File: src/rtl/coin_acceptor_if.sv
// Coin acceptor signal bundle: raw sensor levels and enable in, clean coin pulses and status out.
// The slave modport is the acceptor's view; the master modport is the driver's view.
interface coin_acceptor_if;
    logic       five_raw;
    logic       ten_raw;
    logic       enable;
    logic       five_in;
    logic       ten_in;
    logic       busy;
    logic       jam;
    logic [7:0] coin_count;

    modport master (
        output five_raw, ten_raw, enable,
        input  five_in, ten_in, busy, jam, coin_count
    );

    modport slave (
        input  five_raw, ten_raw, enable,
        output five_in, ten_in, busy, jam, coin_count
    );
endinterface

File: src/rtl/coin_acceptor.sv
// Coin acceptor: synchronises/debounces coin sensors, emits one clean pulse per coin.
// Optional jam detection is compiled in when COIN_JAM_DETECT_EN is defined.
module coin_acceptor #(
    parameter int unsigned DEBOUNCE_CYCLES = 4,
    parameter int unsigned LOCKOUT_CYCLES  = 2,
    parameter int unsigned JAM_CYCLES      = 64
) (
    input logic           clk,
    input logic           rst,
    coin_acceptor_if.slave bus
);

    localparam logic [7:0] DebLast  = 8'(DEBOUNCE_CYCLES);
    localparam logic [7:0] LockLast = 8'(LOCKOUT_CYCLES);

`ifdef COIN_JAM_DETECT_EN
    typedef enum logic [2:0] {StIdle, StQual, StWaitRel, StLockout, StJam} state_e;
    localparam int unsigned     JamW    = (JAM_CYCLES > 1) ? $clog2(JAM_CYCLES) : 1;
    localparam logic [JamW-1:0] JamLast = JamW'(JAM_CYCLES - 1);
    logic [JamW-1:0] jam_cnt_q;
    logic            jam_q;
`else
    typedef enum logic [2:0] {StIdle, StQual, StWaitRel, StLockout} state_e;
    logic [31:0] unused_jam_cycles;
    assign unused_jam_cycles = JAM_CYCLES;
`endif

    state_e     state_q;
    logic [1:0] sync5_q, sync10_q;
    logic [7:0] cnt_q;
    logic [7:0] coin_count_q;
    logic       is_ten_q;
    logic       five_in_q, ten_in_q;

    logic s5, s10, qual_ok, released;
    assign s5       = sync5_q[1];
    assign s10      = sync10_q[1];
    assign released = !s5 && !s10;
    // The latched sensor must stay the only one high for the whole qualification window.
    assign qual_ok  = bus.enable && (is_ten_q ? (s10 && !s5) : (s5 && !s10));

    always_ff @(posedge clk) begin
        if (rst) begin
            sync5_q      <= '0;
            sync10_q     <= '0;
            state_q      <= StIdle;
            cnt_q        <= '0;
            coin_count_q <= '0;
            is_ten_q     <= 1'b0;
            five_in_q    <= 1'b0;
            ten_in_q     <= 1'b0;
`ifdef COIN_JAM_DETECT_EN
            jam_cnt_q    <= '0;
            jam_q        <= 1'b0;
`endif
        end else begin
            sync5_q   <= {sync5_q[0], bus.five_raw};
            sync10_q  <= {sync10_q[0], bus.ten_raw};
            five_in_q <= 1'b0;
            ten_in_q  <= 1'b0;
            case (state_q)
                StIdle: begin
                    if (bus.enable) begin
                        if (s5 && s10) begin
                            state_q <= StWaitRel;
`ifdef COIN_JAM_DETECT_EN
                            jam_cnt_q <= '0;
`endif
                        end else if (s5 ^ s10) begin
                            state_q  <= StQual;
                            is_ten_q <= s10;
                            cnt_q    <= 8'd1;
                        end
                    end
                end
                StQual: begin
                    if (!qual_ok) begin
                        state_q <= StIdle;
                    end else if (cnt_q == DebLast) begin
                        five_in_q    <= !is_ten_q;
                        ten_in_q     <= is_ten_q;
                        coin_count_q <= coin_count_q + 8'd1;
                        state_q      <= StWaitRel;
`ifdef COIN_JAM_DETECT_EN
                        jam_cnt_q    <= '0;
`endif
                    end else begin
                        cnt_q <= cnt_q + 8'd1;
                    end
                end
                StWaitRel: begin
                    if (released) begin
                        state_q <= StLockout;
                        cnt_q   <= 8'd1;
`ifdef COIN_JAM_DETECT_EN
                    end else if (jam_cnt_q == JamLast) begin
                        state_q <= StJam;
                        jam_q   <= 1'b1;
                    end else begin
                        jam_cnt_q <= jam_cnt_q + 1'b1;
`endif
                    end
                end
                StLockout: begin
                    if (cnt_q == LockLast) begin
                        state_q <= StIdle;
                    end else begin
                        cnt_q <= cnt_q + 8'd1;
                    end
                end
`ifdef COIN_JAM_DETECT_EN
                StJam: begin
                    if (released) begin
                        state_q <= StLockout;
                        cnt_q   <= 8'd1;
                        jam_q   <= 1'b0;
                    end
                end
`endif
                default: state_q <= StIdle;
            endcase
        end
    end

    assign bus.five_in    = five_in_q;
    assign bus.ten_in     = ten_in_q;
    assign bus.busy       = (state_q != StIdle);
    assign bus.coin_count = coin_count_q;
`ifdef COIN_JAM_DETECT_EN
    assign bus.jam        = jam_q;
`else
    assign bus.jam        = 1'b0;
`endif

endmodule

File: src/flat_wrapper.sv
// flat-port wrapper written by rule: the top's interface ports become plain ports
module coin_acceptor_flat 
#(
    parameter int unsigned DEBOUNCE_CYCLES = 4,
    parameter int unsigned LOCKOUT_CYCLES  = 2,
    parameter int unsigned JAM_CYCLES      = 64
)
  (clk, rst, bus_five_raw, bus_ten_raw, bus_enable, bus_five_in, bus_ten_in, bus_busy, bus_jam, bus_coin_count);
  coin_acceptor_if bus_i ();
  input logic clk;
  input logic rst;
  input wire logic [$bits(bus_i.five_raw)-1:0] bus_five_raw;
  input wire logic [$bits(bus_i.ten_raw)-1:0] bus_ten_raw;
  input wire logic [$bits(bus_i.enable)-1:0] bus_enable;
  output wire logic [$bits(bus_i.five_in)-1:0] bus_five_in;
  output wire logic [$bits(bus_i.ten_in)-1:0] bus_ten_in;
  output wire logic [$bits(bus_i.busy)-1:0] bus_busy;
  output wire logic [$bits(bus_i.jam)-1:0] bus_jam;
  output wire logic [$bits(bus_i.coin_count)-1:0] bus_coin_count;
  assign bus_i.five_raw = bus_five_raw;
  assign bus_i.ten_raw = bus_ten_raw;
  assign bus_i.enable = bus_enable;
  assign bus_five_in = bus_i.five_in;
  assign bus_ten_in = bus_i.ten_in;
  assign bus_busy = bus_i.busy;
  assign bus_jam = bus_i.jam;
  assign bus_coin_count = bus_i.coin_count;
  coin_acceptor #(.DEBOUNCE_CYCLES(DEBOUNCE_CYCLES), .LOCKOUT_CYCLES(LOCKOUT_CYCLES), .JAM_CYCLES(JAM_CYCLES)) u_core (.clk(clk), .rst(rst), .bus(bus_i));
endmodule
File: config.mk
export PLATFORM = sky130hd
export DESIGN_NAME = coin_acceptor_flat
export DESIGN_NICKNAME = d
export VERILOG_FILES = /design/src/rtl/coin_acceptor_if.sv /design/src/rtl/coin_acceptor.sv /design/src/flat_wrapper.sv
export SDC_FILE = /design/constraint.sdc
export NUM_CORES = 1
export LEC_CHECK = 0
export CORE_MARGIN = 2
export CORE_UTILIZATION = 65
export CTS_BUF_LIST = sky130_fd_sc_hd__clkbuf_16
export DETAILED_ROUTE_END_ITERATION = 10
export DONT_BUFFER_PORTS = 1
export GPL_TIMING_DRIVEN = 0
export PLACE_DENSITY = 0.81
export SLEW_MARGIN = 5
export SYNTH_ARGS = -nofsm -noshare
export SYNTH_HDL_FRONTEND = slang
export SYNTH_SLANG_ARGS = --single-unit
File: constraint.sdc
create_clock -name clk -period 4.8 [get_ports clk]
set_input_delay 0.96 -clock clk [delete_from_list [all_inputs] [get_ports clk]]
set_output_delay 0.96 -clock clk [all_outputs]
set_load 0.01 [all_outputs]
== Word level (Yosys, flattened, before mapping) ==
Cells that the tools add are included.

* Add/subtract/negate cells: 2
* Eq/ne operators: 15
* Mux-type cells: 17
* Bitwise operators: 5
* Reductions and logical operators: 16

{| class="wikitable"
|+ Operators with widths
! cell !! number
|-
| $mux 8 || 7
|-
| $pmux 8 s4 || 1
|-
| $mux 3 || 7
|-
| $add 8x1->8 const B || 2
|-
| $pmux 3 s4 || 1
|-
| $eq 8x2->1 const B || 1
|-
| $eq 8x3->1 const B || 1
|-
| $ne 2x1->1 const B || 4
|-
| $ne 2x2->1 const B || 4
|-
| $reduce_and 8->1 || 1
|-
| $eq 3x2->1 const B || 2
|-
| $logic_and 1x1->1 || 5
|-
| $reduce_and 5->1 || 1
|-
| $not 1->1 || 4
|-
| $reduce_and 4->1 || 1
|-
| $reduce_bool 4->1 || 1
|-
| $reduce_or 4->1 || 1
|-
| $eq 3x1->1 const B || 1
|-
| $logic_not 1->1 || 3
|-
| $logic_not 3->1 || 1
|-
| $ne 3x1->1 const B || 1
|-
| $ne 3x3->1 const B || 1
|-
| $reduce_and 3->1 || 1
|-
| $reduce_bool 3->1 || 1
|-
| 2 further kinds || 2
|}

* Flip-flop bits (word level): 26
* Output and inout port bits: 12
* Logic and storage cells: 63

== Logic depth before layout (Yosys ltp) ==
Gate-level depths: netlist of run 1.

* Word-level depth: 6
* Gate-level depth with buffers: 8
* Depth with buffers taken out: 7

== Worst setup path after synthesis of run 1 ==
OpenSTA, ideal clock, no wires.

* Path type: in2reg
* Start point: in bus_enable
* End point: reg u_core.cnt_q[4]
* Setup time: 0.117 ns
* Data arrival time: 1.923 ns
* Data required time: 4.683 ns
* Setup slack: 2.760 ns
* Cell stages on the path: 6
* Path buffers: 1
* Cells stage by stage: nand3b_1 -> a21oi_1 -> and2_1 -> clkbuf_1 -> nand3_1 -> a32o_1

* Cells in the longest elaborated chain, start to end: 3
* Elaborated cells on any way between the ends: 4
* Those cells by class: eq/ne (2); reduce/logical (2)

{| class="wikitable"
|+ RTL lines
! element !! line !! text
|-
| start: declaration || flat_wrapper.sv:14 || <nowiki>input wire logic [$bits(bus_i.enable)-1:0] bus_enable;</nowiki>
|-
| $logic_and 1x1->1 || coin_acceptor.sv:40 || <nowiki>assign qual_ok = bus.enable && (is_ten_q ? (s10 && !s5) : (s5 && !s10));</nowiki>
|-
| $ne 2x1->1 (no line) || -- ||
|-
| $reduce_and 8->1 (no line) * || -- ||
|-
| end signal: assignment || coin_acceptor.sv:88 || <nowiki>cnt_q <= cnt_q + 8'd1;</nowiki>
|-
| end signal: assignment || coin_acceptor.sv:108 || <nowiki>cnt_q <= cnt_q + 8'd1;</nowiki>
|-
| end: declaration || coin_acceptor.sv:30 || <nowiki>logic [7:0] cnt_q;</nowiki>
|}

Mark *: on every way between the ends. The rest lies on a longest branch, timed or not.
A chain may end at the register's enable or synchronous reset.

== Worst setup path after layout of run 1 ==
* Start point: reg u_core.state_q[0]
* End point: out bus_busy

* Cells in the longest elaborated chain, start to end: 1

{| class="wikitable"
|+ RTL lines
! element !! line !! text
|-
| start: declaration || coin_acceptor.sv:28 || <nowiki>state_e state_q;</nowiki>
|-
| start signal: assignment || coin_acceptor.sv:46 || <nowiki>state_q <= StIdle;</nowiki>
|-
| start signal: assignment || coin_acceptor.sv:65 || <nowiki>state_q <= StWaitRel;</nowiki>
|-
| start signal: assignment || coin_acceptor.sv:70 || <nowiki>state_q <= StQual;</nowiki>
|-
| $reduce_bool 3->1 || coin_acceptor.sv:127 || <nowiki>assign bus.busy = (state_q != StIdle);</nowiki>
|-
| end: declaration || flat_wrapper.sv:17 || <nowiki>output wire logic [$bits(bus_i.busy)-1:0] bus_busy;</nowiki>
|}

No other way between the ends.

==> summary.md, run 1 <==
| Metric | Value |
|---|---|
| Status | completed |
| Sink Count | 25 |
| Worst path bufs/invs | 2 |
| Initial antenna violation count | 0 |
| Max cap viols | 0 |
| Most frequent CP cell | inv_1 |
| Period minus WS final | roughly 2100 ps |
| Drt wl/cell | between 10 and 15 µm |
| Hpwl dp | 2010 µm |
| First drt pass iteration count | 4 |
| TNS Setup | 0 ps |
| # H-tree levels | 1 |
| Synthesized net count | 180 |
| CP Launch Type | flop |
| Maximum clock insertion buffer count | 2 |
| DRC Markers | 0 |
| Final core utilization | between 70% and 80% |
| DR iter-0 viols | 34 |
| # diodes | 0 |
| Synthesis-to-finish area growth | 8.07% |
| Die area | approximately 2600 µm² |
| Tcrit/Tclk final | 43.9% |
| Ys async rst share | 0% |
| Die Width | 50.6 µm |
| Worst hold path cell count | 1 |
| Net Sw Frac | between 20% and 30% |
| Via-to-Cell Ratio | 6.15 |
| CP Cell Sequence | inv_1, ha_1, inv_1 |
| Post-synth EDFFs | 0 |
| CTS tree | built |
| Top_reg_cell synth | dfxtp_1 |
| Vias in the first global route | ~1200 |
| Area of the multi-input gates | between 800 and 900 µm² |
| Routability cong. | approximately 0.8 |
| Clk slew on worst S/H paths | 60 ps |
| CP top delay family | flip-flops |
| Clock Power Share | 37.6% |
| Share of power burned in registers | 44.5% |
| Filler cell count | 150 |
| Sw power | 0.135 mW |
| Number of hold buffers added after CTS | 0 |
| Starting density of the core | ~70% |
| Critical Path Stages | 3 |
| Worst slew pin tran | 597 ps |
| First-pass GRT wire length | 4960 µm |
| Final setup fails | 0 |
| Worst EP required | between 3000 and 4000 ps |
| Power Density | about 320 nW/µm² |
| Synth Instances | around 160 |
| Final net count | 185 |
| Clock Latency Late Sink | around 260 ps |
| # port buffers | 0 |
| Crit path max fanout | 5 |
| Max rail drop VDD | roughly 0.22 mV |
| Critical path arrival | around 1200 ps |
| Routed vias | roughly 1200 |
| Global route overflow | 0 |
| RSZ-0062 raised after global routing | no |
| Core box area | between 2000 and 2500 µm² |
| FF-to-FF path depth | 8 |
| Num CTS Buffers | 3 |
| Mean post-synth cell area | between 8 and 9 µm² |
| P_leak | between 0.6 and 0.7 nW |
| Clock Skew | between 6 and 7 ps |
| #FFs+latches synth | 25 |
| Die H | about 50 µm |
| All-Layer GR Usage | between 20% and 30% |
| Combinational share of power | roughly 18% |
| CTS root buf | clkbuf_16 |
| Sequential cell area fraction in the yosys report | about 35% |
| Yosys cell types | 45 |
| Fin. max-slew vios | 0 |
| Post-route ant nets | 0 |
| Largest net degree at the start of global routing | 15 |
| Drt total wl | ~2800 µm |
| CP Class | flop to output pin |
| Sequential Area | about 500 µm² |
| Crit-path max cell delay | 390 ps |
| Postcts setup bufs | 0 |
| Share of cells above drive strength 1 | under 10% |
| Internal | 0.356 mW |
| PostCTS Resize Cnt | 0 |
| Fmax | between 400 and 500 MHz |
| CP Capture Type | output pin |
| Hold crit path type | flop to flop |
| Synth Warn # | 0 |
| Post-synthesis cell area | approximately 1400 µm² |
| Row Count | 16 |
| Num ports | 17 |
| Slowest-stage cell, CP | dfxtp_1 |
| Final hold violation count | 0 |
| Slew margin rel. | between 50 and 60% |
-- cells by family after synthesis --
logic type      after synthesis  share of synthesized area, %
buf+inv                      16                          6.21
mux                           2                          1.51
other cells                   1                         0.266
xor+xnor                      3                          1.86
flops                        25                          35.5
compound gates               39                          17.8
simple gates                 65                          26.2
fa+ha+maj                    12                          10.6
-- power groups by stage --
stage | Clock, mW | Combinational (mW) | Sequential [mW]
final | 0.185 | 0.0874 | 0.218
after global routing | 0.194 | 0.0991 | 0.219
after CTS | 0.186 | 0.0862 | 0.218
after detailed placement | 0 | 0.0858 | 0.223
after global placement | 0 | 0.0839 | 0.223
after floorplan | 0 | 0.0678 | 0.222
-- path summary, 6_finish.rpt --
check                                  from                       endpoint  slack [ps]
max          u_core.state_q[0]$_SDFFE_PP0P_                       bus_busy        2690
min           u_core.sync10_q[0]$_SDFF_PP0_  u_core.sync10_q[1]$_SDFF_PP0_         460
max reg2reg   u_core.sync10_q[1]$_SDFF_PP0_   u_core.cnt_q[4]$_SDFFE_PP0P_        2720
min reg2reg   u_core.sync10_q[0]$_SDFF_PP0_  u_core.sync10_q[1]$_SDFF_PP0_         460
-- worst reg2reg max path, delay by kind of cell (launching register included) --
family / cells / cell delay (ps)
AOI/OAI and AO/OA: 2 / 510
adders and majority gates: 1 / 330
buffers and inverters: 2 / 400
DFF: 1 / 360
and+or+nand+nor: 3 / 370
-- flip-flops by register name (all words and copies together), names as in the netlist --
signal / count
u_core.state_q: 2
u_core.cnt_q: 8
u_core.bus.ten_in: 1
u_core.sync5_q: 2
u_core.bus.coin_count: 8
u_core.is_ten_q: 1
u_core.bus.five_in: 1
u_core.sync10_q: 2
-- cell usage after synthesis, types with 3 or more instances --
cell type   n  area (µm²)
nor2b_1     5        31.3
or3_1       5        31.3
buf_6       3        33.8
dfxtp_1    25         500
xor2_1      3        26.3
nor3_1      3        15.0
o21ai_0     9        45.0
a21oi_1    14        70.1
nand2_1     9        33.8
nand4_1     4        25.0
inv_1       9        33.8
nand3_1     9        45.0
ha_1       12         150
nor4b_1     3        26.3
nor2_1     14        52.6
-- metal layers --
layer  GRT usage (%)  part of all wire (%)  vias up
met3            4.46                   5.8        4
li1                -                     -      591
met5               0                     0        -
met2            44.3                    50       44
met1            30.7                    44      555
met4            6.76                  0.76        0
-- final cells by class --
class	count	area share (%)
clock inverters	1	0.328
multi-input cells	122	53.9
flip-flops and latches	25	32.8
well taps	27	2.22
plain buffers	7	3.53
inverters	9	2.22
clock buffers	3	4.93
-- metrics by stage --
stage               power, mW  setup slack [ps]  hold slack, ps  instance area (µm²)  cells
floorplan               0.290              2760             414                 1410    163
global placement        0.306              2560             420                 1440    190
detailed placement      0.309              2580             457                 1440    190
CTS                     0.490              2680             463                 1520    194
global route            0.513              2510             469                 1520    194
finish                  0.490              2690             460                 1520    194
-- layout by cell type, fill, tap and decap left out, types with 2 or more instances in the layout --
cell type,synthesis,routed
o21ai_0,9,9
nor4_1,2,2
nor2_1,14,14
inv_1,9,9
and3_1,2,2
clkbuf_1,2,2
a31oi_1,2,2
nor4b_1,3,3
o31ai_1,2,2
dfxtp_1,25,25
nor2b_1,5,5
or3_1,5,5
a21oi_1,14,14
nor3_1,3,3
nand4_1,4,4
xor2_1,3,3
and2_1,2,2
nand2_1,9,9
ha_1,12,12
buf_6,3,3
clkbuf_16,0,3
nand3_1,9,9
Note: power is estimated with default switching activity, not from simulation.
==> inputs of run 2 (changes only) <==
CORE_UTILIZATION = 55   (was 65)
PLACE_DENSITY = 0.73   (was 0.81)
clock period = 1.8 ns   (was 4.8 ns; I/O delays follow)
==> summary.md, run 2 (synthesis results as in run 1) <==
| Metric | Value |
|---|---|
| Share of cells above drive strength 1 | approximately 28% |
| CTS tree | built |
| Post-route worst setup slack | approximately 33 ps |
| Critical path arrival | roughly 1900 ps |
| Final setup fails | 0 |
| Most common cell after layout, fill and taps aside | dfxtp_1 |
| Num CTS Buffers | 3 |
| First-pass GRT wire length | between 5000 and 6000 µm |
| Vias in the first global route | roughly 1200 |
| Num ports | 17 |
| Core box area | ~2500 µm² |
| Worst slack, placed | -252 ps |
| Routed vias | 1254 |
| Final core utilization | 68.5% |
| # H-tree levels | 1 |
| Sink Count | 25 |
| Routability cong. | approximately 0.85 |
| Die H | 54.6 µm |
| Final net count | a little under 200 |
| CP Cell Sequence | inv_4, ha_4, nand3b_1, a21oi_2, nand2_2, buf_4, o31ai_2, a21oi_1 |
| Commonest non-fill, non-tap cells in the layout | dfxtp_1 (17), nor2_1 (13), a21oi_1 (13) |
| Clock Skew | 1.37 ps |
| Die area | around 3000 µm² |
| Synthesis-to-finish area growth | 19.3% |
| Max cap viols | 0 |
| Worst path bufs/invs | 2 |
| Max rail drop VDD | between 0.5 and 0.6 mV |
| Crit path max fanout | 5 |
| Fin. max-slew vios | 0 |
| Worst hold slack | around 220 ps |
| Placed Instances | a little under 200 |
| Flop-to-flop setup slack | around 33 ps |
| Die Width | approximately 55 µm |
| # diodes | 0 |
| Tcrit/Tclk final | just under 100% |
| Via-to-Cell Ratio | 6.09 |
| CP Class | flop to flop |
| Hpwl dp | roughly 2000 µm |
| Post-route insts no fill | slightly above 200 |
| CP top delay family | compound AO/OA/AOI/OAI gates |
| DRC Markers | 0 |
| Starting density of the core | between 50% and 60% |
| DR iter-0 viols | 35 |
| Placed cell area | ~1400 µm² |
| Power Density | ~850 nW/µm² |
| CP Capture Type | flop |
| Maximum clock insertion buffer count | 2 |
| Post-route cell area | ~1700 µm² |
| TNS Setup | 0 ps |
| Worst EP required | approximately 1900 ps |
| Row Count | 18 |
| Period minus WS final | approximately 1800 ps |
| # port buffers | 0 |
| Hold crit path type | input port to flop |
| First drt pass iteration count | 4 |
| Drt total wl | 3240 µm |
| CTS root buf | clkbuf_16 |
| Initial antenna violation count | 0 |
| Number of hold buffers added after CTS | 0 |
| Clock Latency Late Sink | between 200 and 300 ps |
| Slowest-stage cell, CP | dfxtp_4 |
| Clk slew on worst S/H paths | about 70 ps |
| RSZ-0062 raised after global routing | yes |
| Crit-path max cell delay | around 370 ps |
| All-Layer GR Usage | between 20% and 30% |
| Drt wl/cell | approximately 16 µm |
| Fmax | between 500 and 600 MHz |
| Final Total Pwr | about 1.4 mW |
| CP Launch Type | flop |
| Post-route ant nets | 0 |
| P_leak | ~0.66 nW |
| Global route overflow | 0 |
| Status | completed |
| Final hold violation count | 0 |
| Largest net degree at the start of global routing | 16 |
run 2: routing by layer:
layer  part of all wire (%)  GRT usage [%]  vias up
met4                    3.1           12.1        0
met2                     47           40.3       50
met5                      0              0        -
li1                       -              -      606
met3                    5.7           3.83       13
met1                     44           27.0      585
run 2: power breakdown:
group | total [mW] | switching, mW | internal (mW)
clock | 0.514 | 0.212 | 0.302
combinational | 0.328 | 0.185 | 0.142
sequential | 0.583 | 0.0133 | 0.570
total | 1.42 | 0.411 | 1.01
run 2: path summary, 6_finish.rpt:
| check | from | cells past startpoint | end |
|---|---|---|---|
| worst min-delay path | bus_five_raw | 1 | u_core.sync5_q[0]$_SDFF_PP0_ |
| worst max register to register | u_core.sync10_q[1]$_SDFF_PP0_ | 8 | u_core.cnt_q[3]$_SDFFE_PP0P_ |
| worst max-delay path | u_core.sync10_q[1]$_SDFF_PP0_ | 8 | u_core.cnt_q[3]$_SDFFE_PP0P_ |
| worst min register to register | u_core.sync10_q[0]$_SDFF_PP0_ | 1 | u_core.sync10_q[1]$_SDFF_PP0_ |
run 2: timing repair:
action / CTS / global route
hold endpoints to repair: 0 / 0
resized for setup: 10 / 19
buffers inserted: 3 / 7
setup endpoints to repair: 8 / 12
pin swaps: 2 / 13
run 2: area by class of cell:
class | instances | area (µm²)
Inverter | 9 | 36.3
Multi-Input combinational cell | 122 | 887
Sequential cell | 25 | 513
Clock buffer | 3 | 75.1
Fill cell | 177 | 773
Tap cell | 30 | 37.5
Buffer | 6 | 50.0
Timing Repair Buffer | 10 | 75.1
Clock inverter | 1 | 7.51
==> inputs of run 3 (changes only) <==
CORE_ASPECT_RATIO = 2   (was not set)
CORE_UTILIZATION = 30   (was 55)
PLACE_DENSITY = 0.45   (was 0.73)
==> summary.md, run 3 (synthesis results as in run 1) <==
| Metric | Value |
|---|---|
| FF-to-FF path depth | 6 |
| CP Launch Type | flop |
| Sink Count | 25 |
| # diodes | 0 |
| Die Width | 52.5 µm |
| Hpwl dp | between 2000 and 3000 µm |
| Tcrit/Tclk final | 96.1% |
| Filler cell count | approximately 470 |
| CTS tree | built |
| Combinational share of power | approximately 25% |
| Vias in the first global route | about 1300 |
| Share of cells above drive strength 1 | between 20 and 30% |
| First drt pass iteration count | 4 |
| Num ports | 17 |
| Crit path max fanout | 5 |
| RSZ-0062 raised after global routing | yes |
| Reg-to-reg startpoint | u_core.state_q[0]$_SDFFE_PP0P_ |
| Core box area | ~4600 µm² |
| Period minus WS final | roughly 1700 ps |
| First-pass GRT wire length | 5750 µm |
| Starting density of the core | 31.0% |
| DR iter-0 viols | 18 |
| Drt total wl | 3690 µm |
| Final hold violation count | 0 |
| Routability cong. | slightly above 0.8 |
| Via-to-Cell Ratio | around 5.3 |
| # H-tree levels | 1 |
| # port buffers | 0 |
| Worst EP required | 1950 ps |
| Maximum clock insertion buffer count | 2 |
| Num CTS Buffers | 3 |
| Die H | between 100 and 150 µm |
| Drt wl/cell | 15.7 µm |
| Post-route worst setup slack | between 60 and 70 ps |
| DRC Markers | 0 |
| Clock Latency Late Sink | approximately 260 ps |
| Post-route insts no fill | between 200 and 250 |
| Flop-to-flop setup slack | 70 ps |
| Commonest non-fill, non-tap cells in the layout | dfxtp_1 (17), buf_4 (15), a21oi_1 (13) |
| Final net count | 198 |
| Clock Skew | between 3 and 4 ps |
| Share of power burned in registers | between 40% and 50% |
| Worst slew pin tran | around 500 ps |
| Final setup fails | 0 |
| Hold crit path type | input port to flop |
| Critical path arrival | ~1900 ps |
| Clock Power Share | a little over a third |
| Final core utilization | between 30% and 40% |
| Placed Instances | 218 |
| All-Layer GR Usage | 14.6% |
| Most common cell after layout, fill and taps aside | dfxtp_1 |
| Internal | about 1.0 mW |
| Fin. max-slew vios | 0 |
| Power Density | between 800 and 900 nW/µm² |
| P_leak | roughly 0.68 nW |
| TNS Setup | 0 ps |
| Post-route ant nets | 0 |
| CTS root buf | clkbuf_16 |
| CP Capture Type | flop |
| Initial antenna violation count | 0 |
| Worst Hold Path EP | u_core.sync10_q[0]$_SDFF_PP0_ |
| Largest net degree at the start of global routing | 16 |
| Number of hold buffers added after CTS | 0 |
| Max cap viols | 0 |
| HP Start | bus_ten_raw |
| Net Sw Frac | 28.7% |
| CP Class | flop to flop |
| Routed vias | between 1000 and 1500 |
| Status | completed |
| Clk slew on worst S/H paths | ~70 ps |
| Global route overflow | 0 |
| Die area | between 5000 and 6000 µm² |
| Worst R2R End | u_core.cnt_q[6]$_SDFFE_PP0P_ |
| Worst hold path cell count | 1 |
| Fmax | roughly 580 MHz |
| Max rail drop VDD | 0.470 mV |
| Worst slack, placed | -347 ps |
| Row Count | 35 |
| Slew margin rel. | between 60% and 70% |
| Sw power | roughly 0.42 mW |
| Synthesis-to-finish area growth | 24.4% |
-- run 3: changes by cell type in the layout (fill, tap and decap cells not counted), sizes merged --
cell,previous run,this run
buf,15,19
-- run 3: layer usage --
| metal | routed length, µm | share of wire [%] | global-route usage [%] | up-vias |
|---|---|---|---|---|
| met1 | 1260 | 34 | 12.0 | 595 |
| met2 | 2170 | 59 | 29.6 | 26 |
| li1 | - | - | - | 615 |
| met5 | 0 | 0 | 0 | - |
| met4 | 140 | 3.8 | 8.88 | 0 |
| met3 | 107 | 2.9 | 1.63 | 11 |
-- run 3: stage by stage --
stage	hold slack, ps	area, µm²	total power [mW]
floorplan	414	1410	0.772
global placement	418	1480	0.829
detailed placement	425	1480	0.840
CTS	228	1630	1.40
global route	244	1750	1.52
finish	227	1750	1.45
-- run 3: layout make-up --
| class | instances | area, µm² | share of cell area [%] |
|---|---|---|---|
| Multi-Input combinational cell | 122 | 893 | 50.9 |
| Sequential cell | 25 | 518 | 29.5 |
| Timing Repair Buffer | 14 | 105 | 5.99 |
| Clock buffer | 3 | 75.1 | 4.28 |
| Tap cell | 55 | 68.8 | 3.92 |
| Buffer | 6 | 50.0 | 2.85 |
| Inverter | 9 | 36.3 | 2.07 |
| Clock inverter | 1 | 7.51 | 0.428 |
-- run 3: worst max-delay path by stage --
stage                                   startpoint                            to  slack, ps  cells after the start
floorplan            u_core.sync10_q[1]$_SDFF_PP0_  u_core.cnt_q[4]$_SDFFE_PP0P_          7                      8
global placement     u_core.sync10_q[1]$_SDFF_PP0_  u_core.cnt_q[4]$_SDFFE_PP0P_       -290                      8
detailed placement   u_core.sync10_q[1]$_SDFF_PP0_  u_core.cnt_q[4]$_SDFFE_PP0P_       -350                      8
CTS                  u_core.sync10_q[1]$_SDFF_PP0_  u_core.cnt_q[6]$_SDFFE_PP0P_        0.9                      7
global route          u_core.cnt_q[0]$_SDFFE_PP0P_  u_core.cnt_q[7]$_SDFFE_PP0P_         -9                      8
finish              u_core.state_q[0]$_SDFFE_PP0P_  u_core.cnt_q[6]$_SDFFE_PP0P_         70                      6
-- run 3: what timing repair did --
action                     4_1_cts  5_1_grt
gates resized for setup         15       18
hold endpoints to repair         0        0
setup endpoints to repair        8       12
pin swaps                        2        8
buffers inserted                 4       10
-- run 3: power groups by stage --
stage / clock [mW] / sequential [mW] / combinational [mW]
detailed placement: 0 / 0.595 / 0.245
finish: 0.509 / 0.582 / 0.356
CTS: 0.525 / 0.582 / 0.294
global route: 0.546 / 0.584 / 0.393
floorplan: 0 / 0.591 / 0.181
global placement: 0 / 0.593 / 0.236
-- run 3: worst max-delay path, cell delays in order, from the launching register on --
cell	delay [ps]
dfxtp_4	370
inv_1	70
ha_1	290
a21oi_2	250
nand2_2	110
o311a_1	340
a41o_1	200
